**src/rtl/module_keypad_decoder.sv**
```systemverilog
// Keypad return path: column sync, press/release debounce, key code out.
// Optional ASCII mapping on ascii_o when KEYPAD_ASCII_EN is defined.
//
// Ports:
//   clk          system clock
//   rst_n_i      async active-low reset
//   row_i[1:0]   scan row currently driven
//   col_i[3:0]   raw column lines, active-low
//   hold_o       key qualifying/held; freezes the scan counter
//   key_valid_o  one-cycle pulse on an accepted press
//   key_code_o   {row,col} of the last accepted key
//   ascii_o      ASCII of the last accepted key (8'h00 without macro)
module module_keypad_decoder #(
  parameter int unsigned DEBOUNCE_CYCLES = 16'd50000,
  localparam int CNT_W = $clog2(DEBOUNCE_CYCLES + 1)
) (
  input  logic       clk,
  input  logic       rst_n_i,
  input  logic [1:0] row_i,
  input  logic [3:0] col_i,
  output logic       hold_o,
  output logic       key_valid_o,
  output logic [3:0] key_code_o,
  output logic [7:0] ascii_o
);

  typedef enum logic [1:0] {
    IDLE,
    DEB_PRESS,
    PRESSED,
    DEB_RELEASE
  } state_t;

  localparam logic [CNT_W-1:0] TERM = CNT_W'(DEBOUNCE_CYCLES - 1);

  state_t           state, state_nxt;
  logic [CNT_W-1:0] cnt, cnt_nxt;
  logic [CNT_W:0]   cnt_inc;
  logic             done;
  logic [3:0]       sync1, sync2;
  logic [3:0]       act;
  logic             any;
  logic [1:0]       enc;
  logic [1:0]       row_q, col_q;
  logic             load;
  logic             accept;
  logic             match;
  logic             valid_q;
  logic [3:0]       code_q;

  assign act     = ~sync2;
  assign any     = |act;
  assign match   = (act == (4'b0001 << col_q));
  assign cnt_inc = {1'b0, cnt} + 1'b1;
  // Done when this increment lands on the terminal value; the detection
  // cycle in IDLE already counts as the first stable sample.
  assign done    = (cnt_inc >= {1'b0, TERM});

  always_comb begin
    enc = 2'd0;
    if (act[0])      enc = 2'd0;
    else if (act[1]) enc = 2'd1;
    else if (act[2]) enc = 2'd2;
    else if (act[3]) enc = 2'd3;
  end

  // State register
  always_ff @(posedge clk or negedge rst_n_i) begin
    if (!rst_n_i) begin
      state <= IDLE;
      cnt   <= '0;
    end else begin
      state <= state_nxt;
      cnt   <= cnt_nxt;
    end
  end

  // Next-state logic
  always_comb begin
    state_nxt = state;
    cnt_nxt   = '0;
    load      = 1'b0;
    accept    = 1'b0;
    unique case (state)
      IDLE: begin
        if (any) begin
          load      = 1'b1;
          state_nxt = DEB_PRESS;
        end
      end
      DEB_PRESS: begin
        if (!match) begin
          state_nxt = IDLE;
        end else if (done) begin
          accept    = 1'b1;
          state_nxt = PRESSED;
        end else begin
          cnt_nxt = cnt_inc[CNT_W-1:0];
        end
      end
      PRESSED: begin
        if (!any) state_nxt = DEB_RELEASE;
      end
      DEB_RELEASE: begin
        if (any) begin
          state_nxt = PRESSED;
        end else if (done) begin
          state_nxt = IDLE;
        end else begin
          cnt_nxt = cnt_inc[CNT_W-1:0];
        end
      end
      default: state_nxt = IDLE;
    endcase
  end

  // Output logic
  always_comb begin
    hold_o      = (state != IDLE);
    key_valid_o = valid_q;
    key_code_o  = code_q;
  end

  always_ff @(posedge clk or negedge rst_n_i) begin
    if (!rst_n_i) begin
      sync1   <= 4'hF;
      sync2   <= 4'hF;
      row_q   <= 2'd0;
      col_q   <= 2'd0;
      valid_q <= 1'b0;
      code_q  <= 4'h0;
    end else begin
      sync1   <= col_i;
      sync2   <= sync1;
      valid_q <= accept;
      if (load) begin
        row_q <= row_i;
        col_q <= enc;
      end
      if (accept) code_q <= {row_q, col_q};
    end
  end

`ifdef KEYPAD_ASCII_EN
  function automatic logic [7:0] to_ascii(input logic [3:0] c);
    logic [7:0] a;
    unique case (c)
      4'h0: a = 8'h31;
      4'h1: a = 8'h32;
      4'h2: a = 8'h33;
      4'h3: a = 8'h41;
      4'h4: a = 8'h34;
      4'h5: a = 8'h35;
      4'h6: a = 8'h36;
      4'h7: a = 8'h42;
      4'h8: a = 8'h37;
      4'h9: a = 8'h38;
      4'hA: a = 8'h39;
      4'hB: a = 8'h43;
      4'hC: a = 8'h2A;
      4'hD: a = 8'h30;
      4'hE: a = 8'h23;
      4'hF: a = 8'h44;
      default: a = 8'h00;
    endcase
    return a;
  endfunction

  logic [7:0] ascii_q;

  always_ff @(posedge clk or negedge rst_n_i) begin
    if (!rst_n_i)    ascii_q <= 8'h00;
    else if (accept) ascii_q <= to_ascii({row_q, col_q});
  end

  assign ascii_o = ascii_q;
`else
  assign ascii_o = 8'h00;
`endif

endmodule

```
**config.mk**
```make
export PLATFORM = sky130hd
export DESIGN_NAME = module_keypad_decoder
export DESIGN_NICKNAME = d
export VERILOG_FILES = /design/src/rtl/module_keypad_decoder.sv
export SDC_FILE = /design/constraint.sdc
export NUM_CORES = 1
export LEC_CHECK = 0
export BUFFER_PORTS_ARGS = -buffer_cell sky130_fd_sc_hd__buf_2
export CAP_MARGIN = 10
export CELL_PAD_IN_SITES_DETAIL_PLACEMENT = 1
export CELL_PAD_IN_SITES_GLOBAL_PLACEMENT = 2
export CORE_ASPECT_RATIO = 1.1
export CORE_MARGIN = 1.5
export CORE_UTILIZATION = 42
export CTS_BUF_LIST = sky130_fd_sc_hd__clkbuf_4 sky130_fd_sc_hd__clkbuf_8
export CTS_CLUSTER_SIZE = 12
export DETAILED_ROUTE_END_ITERATION = 12
export PLACE_DENSITY = 0.94
export REMOVE_ABC_BUFFERS = 1
export SETUP_SLACK_MARGIN = 0.15
export SLEW_MARGIN = 10
export SYNTH_ARGS = -nofsm -noshare
export SYNTH_HDL_FRONTEND = slang
export SYNTH_SLANG_ARGS = --single-unit
```
**constraint.sdc**
```tcl
create_clock -name clk -period 5.95 [get_ports clk]
set_input_delay 0.595 -clock clk [delete_from_list [all_inputs] [get_ports clk]]
set_output_delay 0.595 -clock clk [all_outputs]
set_load 0.02 [all_outputs]
```
## Yosys cells after proc, flatten, opt, wreduce, memory -nomap -nowiden

Cells that the tools add are included.

- ROM bits: 0
- Logic and storage cells: 44
- Bits in registers: 35
- Bits in latches: 0
- RAM bits: 0
- Input port bits: 8
- Memories: 0

- Add/subtract/negate cells: 1
- Bitwise logic cells: 1
- $mul: 0
- Shift operators: 1
- Reductions and logical operators: 4
- $lt $le $gt $ge: 1
- Mux-type cells: 20
- Divide/modulo/power cells: 0
- Equality and inequality tests: 8

Operators by type and width:

| cell | count |
|---|---|
| two-way mux 16 bit | 3 |
| case mux 16 bit (2 select lines) | 1 |
| two-way mux 2 bit | 10 |
| adder 16 x 1 -> 17 bit (second input constant) | 1 |
| >= comparator 17 x 16 -> 1 bit (second input constant) | 1 |
| case mux 2 bit (4 select lines) | 1 |
| inequality test 3 bit (second input constant) | 2 |
| two-way mux 1 bit | 5 |
| == test 2 bit (second input constant) | 2 |
| == test 4 bit | 1 |
| inequality test 2 bit (second input constant) | 2 |
| inverter 4 bit | 1 |
| AND reduction 4 bit | 1 |
| OR reduction 4 bit | 1 |
| << shifter 1 x 2 -> 4 bit (first input constant) | 1 |
| == test 2 x 1 -> 1 bit (second input constant) | 1 |
| zero test 2 bit | 1 |
| nonzero test 2 bit | 1 |

## Longest topological paths before layout

- Depth after elaboration: 5
- Depth in mapped cells: 10
- Depth with buffers taken out: 8

## Least setup slack after synthesis

OpenSTA, ideal clock, no wires.

- Path type: flip-flop to flip-flop
- From: reg cnt[0]
- To: reg code_q[0] (netlist: key_code_o[0])
- Cell stages (with the launch flop): 9
- Data required time: 5.823 ns
- Arrival time: 2.348 ns
- Period minus slack after synthesis: 2.475 ns
- Setup slack: 3.475 ns
- Cells stage by stage: dfrtp_1 > ha_1 > buf_2 > a21oi_1 > mux2i_1 > a2111oi_4 > o41ai_4 > a2111oi_4 > mux2_1

- Longest elaborated chain between the ends: 5

RTL lines:

| element | line | RTL |
|---|---|---|
| start: declaration | 37 | `logic [CNT_W-1:0] cnt, cnt_nxt;` |
| start signal: assignment | 74 | `cnt <= cnt_nxt;` |
| adder 16 x 1 -> 17 bit | 54 | `assign cnt_inc = {1'b0, cnt} + 1'b1;` |
| >= comparator 17 x 16 -> 1 bit | 57 | `assign done = (cnt_inc >= {1'b0, TERM});` |
| two-way mux 1 bit | 94 | `end else if (done) begin` |
| two-way mux 1 bit | 92 | `if (!match) begin` |
| two-way mux 1 bit | 84 | `unique case (state)` |
| end signal: assignment | 140 | `if (accept) code_q <= {row_q, col_q};` |
| end: declaration | 49 | `logic [3:0] code_q;` |

No other way between the ends.
A chain may end at the register's enable or synchronous reset.

## Worst setup path in the final report

- From: reg cnt[0]
- To: reg state[0]

- Longest elaborated chain between the ends: 4
- Elaborated cells on any way between the ends: 5
- Classes of those cells: add/sub (1); order compare (1); eq/ne (2); reduce/logical (1)

RTL lines:

| element | line | RTL |
|---|---|---|
| adder 16 x 1 -> 17 bit * | 54 |  |
| >= comparator 17 x 16 -> 1 bit * | 57 |  |
| inequality test 3 bit (no line) | n/a |  |
| AND reduction 4 bit (no line) * | n/a |  |
| end signal: assignment | 73 | `state <= state_nxt;` |
| end: declaration | 36 | `state_t state, state_nxt;` |

Every way passes the cells marked *; elsewhere a longest branch is shown, timed or not.

==> flow_summary.toml <==
[clocking]
clock-sinks = 35
cts_resized = 0
cts-htree-levels = 2
cts.clk_slew.worst_paths_ns = 0.07
hold_buffers = 0
cts-root-buf = "clkbuf_8"
clk_latency_ns = 0.29
numCtsBuffers = 5
cts_tree = "yes"
cts_setup_buffers = 0
cts_buffer_depth = 2

[grt]
grt_max_degree = 36
grtUsageTotal_pct = 17.1
antenna_found_initial = 0
grt_pass1_wl_um = 6970
overflow = 0
grt_pass1_vias = 1505

[floorplan]
core_area_um2 = 4620
fp.dieH_um = 75.7
die_w_um = 69.1
initial_core_util_pct = 43.7
die-area_um2 = 5230
ios = 22
rows = 26

[pwr]
p_leak_nw = 0.857
pwr-share-seq_pct = 53.0
power.density_nw_per_um2 = 248
swShare_pct = 29.3
irDropWorstVdd_uv = 214
p_comb_share_pct = 13.6
p_sw_mw = 0.156
intPower_mw = 0.376
finalPower_mw = 0.532
power.share.clock_pct = 33.4

[route]
post_drt_wl_per_cell_um = 15.6
vias = 1440
drt_iter0_drc = 67
drc = 0
via_per_inst = 5.56
drtPass1Iterations = 4
ant_nets = 0
routed_wl_um = 4050

[cells_and_area]
antennaDiodeCount = 0
most-common-layout-cells = "dfrtp_1, nand2_1, buf_2"
layout_commonest_cell = "dfrtp_1"
final_util_pct = 46.4
drive_gt1_share_pct = 24.1
layout.cells.non_filler = 259
nets = 212
syn_to_final_growth_pct = 6.33
postLayoutCellArea_um2 = 2140

[yosys]
yosysSeqAreaShare_pct = 43.9
synth_top_flop_cell = "dfrtp_1"
yosysTopAreaCell = "dfrtp_1"
async_flop_share_pct = 100
postSynthAreaPerCell_um2 = 10.5
yosysWarnings = 0
synth_cells = 193
yosysUniqueCellTypes = 51
ys_seq_elements = 35
synth_top_area_share_pct = 33.5
synth_edf_count = 0
syn_area_um2 = 2020
synth_area_leaders = "dfrtp_1, dfstp_2, buf_4"

[sta]
maxSlewHeadroom_pct = 37.6
finalCritPeriodShare_pct = 47.4
setup_viol = 0
tns_ns = 0
hold_viol = 0
fmax_mhz = 355
slew_viol_final = 0
period_needed_ns = 2.82
rsz0062_at_grt = "false"
fin_worst_skew_ns = 0.00399
worst_pin_slew_ns = 0.935

[worst_setup_path]
end_kind = "flip-flop"
path_cells = "ha_1 > a21oi_1 > mux2i_1 > a2111oi_4 > o41ai_4 > a21oi_2 > o22ai_1"
arrival_ns = 2.96
critical_path.max_stage_delay_ns = 0.78
cp_slowest_cell = "a21oi_2"
critPathKind = "reg -> reg"
path_max_fanout = 17
crit_path_start_kind = "flip-flop"
required_ns = 6.09
reg2reg_slack_ns = 3.13

[outcome]
status = "completed"

[run]
cap_violations = 0

[place]
hpwl_um = 2910
io_buffers = 13
place_congestion = 0.818
placedCellCount = 251
placed_area_um2 = 2060

[min_path]
hp-class = "reg -> reg"
## routing by layer
layer | GRT usage [%] | part of all wire [%] | vias up
met5 | 0 | 0 | -
met4 | 7.19 | 1.9 | 0
met3 | 4.10 | 2.9 | 8
met2 | 31.3 | 52 | 24
met1 | 19.5 | 43 | 721
li1 | - | - | 687
## final timing paths
path | from | to | cells past startpoint
setup / recovery | cnt[0] | state[0] | 7
hold reg to reg | sync1[2] | sync2[2] | 0
max in group asynchronous | rst_n_i | cnt[6] | 1
min in group asynchronous | rst_n_i | cnt[2] | 1
hold / removal | sync1[2] | sync2[2] | 0
setup reg to reg | cnt[0] | state[0] | 7
## final cells by class
type / count / area (µm²)
Sequential cell: 35 / 886
Multi-Input combinational cell: 140 / 1010
Tap cell: 56 / 70.1
Inverter: 7 / 26.3
Clock inverter: 2 / 12.5
Timing Repair Buffer: 13 / 65.1
Fill cell: 544 / 2470
Clock buffer: 6 / 76.3
## Yosys cell counts (all sizes together) (3+ instances only)
cell	instances
a2111oi	3
inv	7
o22ai	3
nor3	17
nor2	9
nand2	15
xnor2	7
nand2b	4
mux2	6
dfstp	8
nand4	5
xor2	8
dfrtp	27
buf	17
nand3	11
a21oi	13
## cells by family after synthesis
kind of cell | Yosys count | share of synthesized area (%)
and+or+nand+nor | 73 | 21.6
DFF | 35 | 43.9
AOI/OAI and AO/OA | 34 | 14.8
buffers and inverters | 25 | 7.38
xor gates and xnor gates | 15 | 6.51
muxes | 8 | 4.34
adders and majority gates | 2 | 1.24
other | 1 | 0.186
## metrics by stage
stage / setup WS, ns / hold WS (ns)
4_1_cts: 3.06 / 0.358
3_5_place_dp: 3.05 / 0.347
5_1_grt: 2.89 / 0.362
2_1_floorplan: 3.49 / 0.299
3_3_place_gp: 3.13 / 0.346
6_report: 3.13 / 0.357
## power groups by stage
| stage | clock [mW] | combinational [mW] | sequential [mW] |
|---|---|---|---|
| floorplan | 0 | 0.0539 | 0.279 |
| global placement | 0 | 0.0703 | 0.285 |
| detailed placement | 0 | 0.0731 | 0.285 |
| CTS | 0.184 | 0.0737 | 0.282 |
| global route | 0.193 | 0.0823 | 0.285 |
| finish | 0.178 | 0.0723 | 0.282 |
## worst max-delay path: cells and delay by family, from the launching register on
kind	cells	cell delay, ns
adders and majority gates	1	0.35
muxes	1	0.14
DFF	1	0.46
AOI/OAI and AO/OA	5	1.74
## state kept, by name, summed over array words and instances (netlist names)
signal,count
col_q,2
cnt,16
key_code_o,4
sync1,4
state,2
key_valid_o,1
row_q,2
sync2,4
No activity file was read; power rests on OpenSTA's default activity.
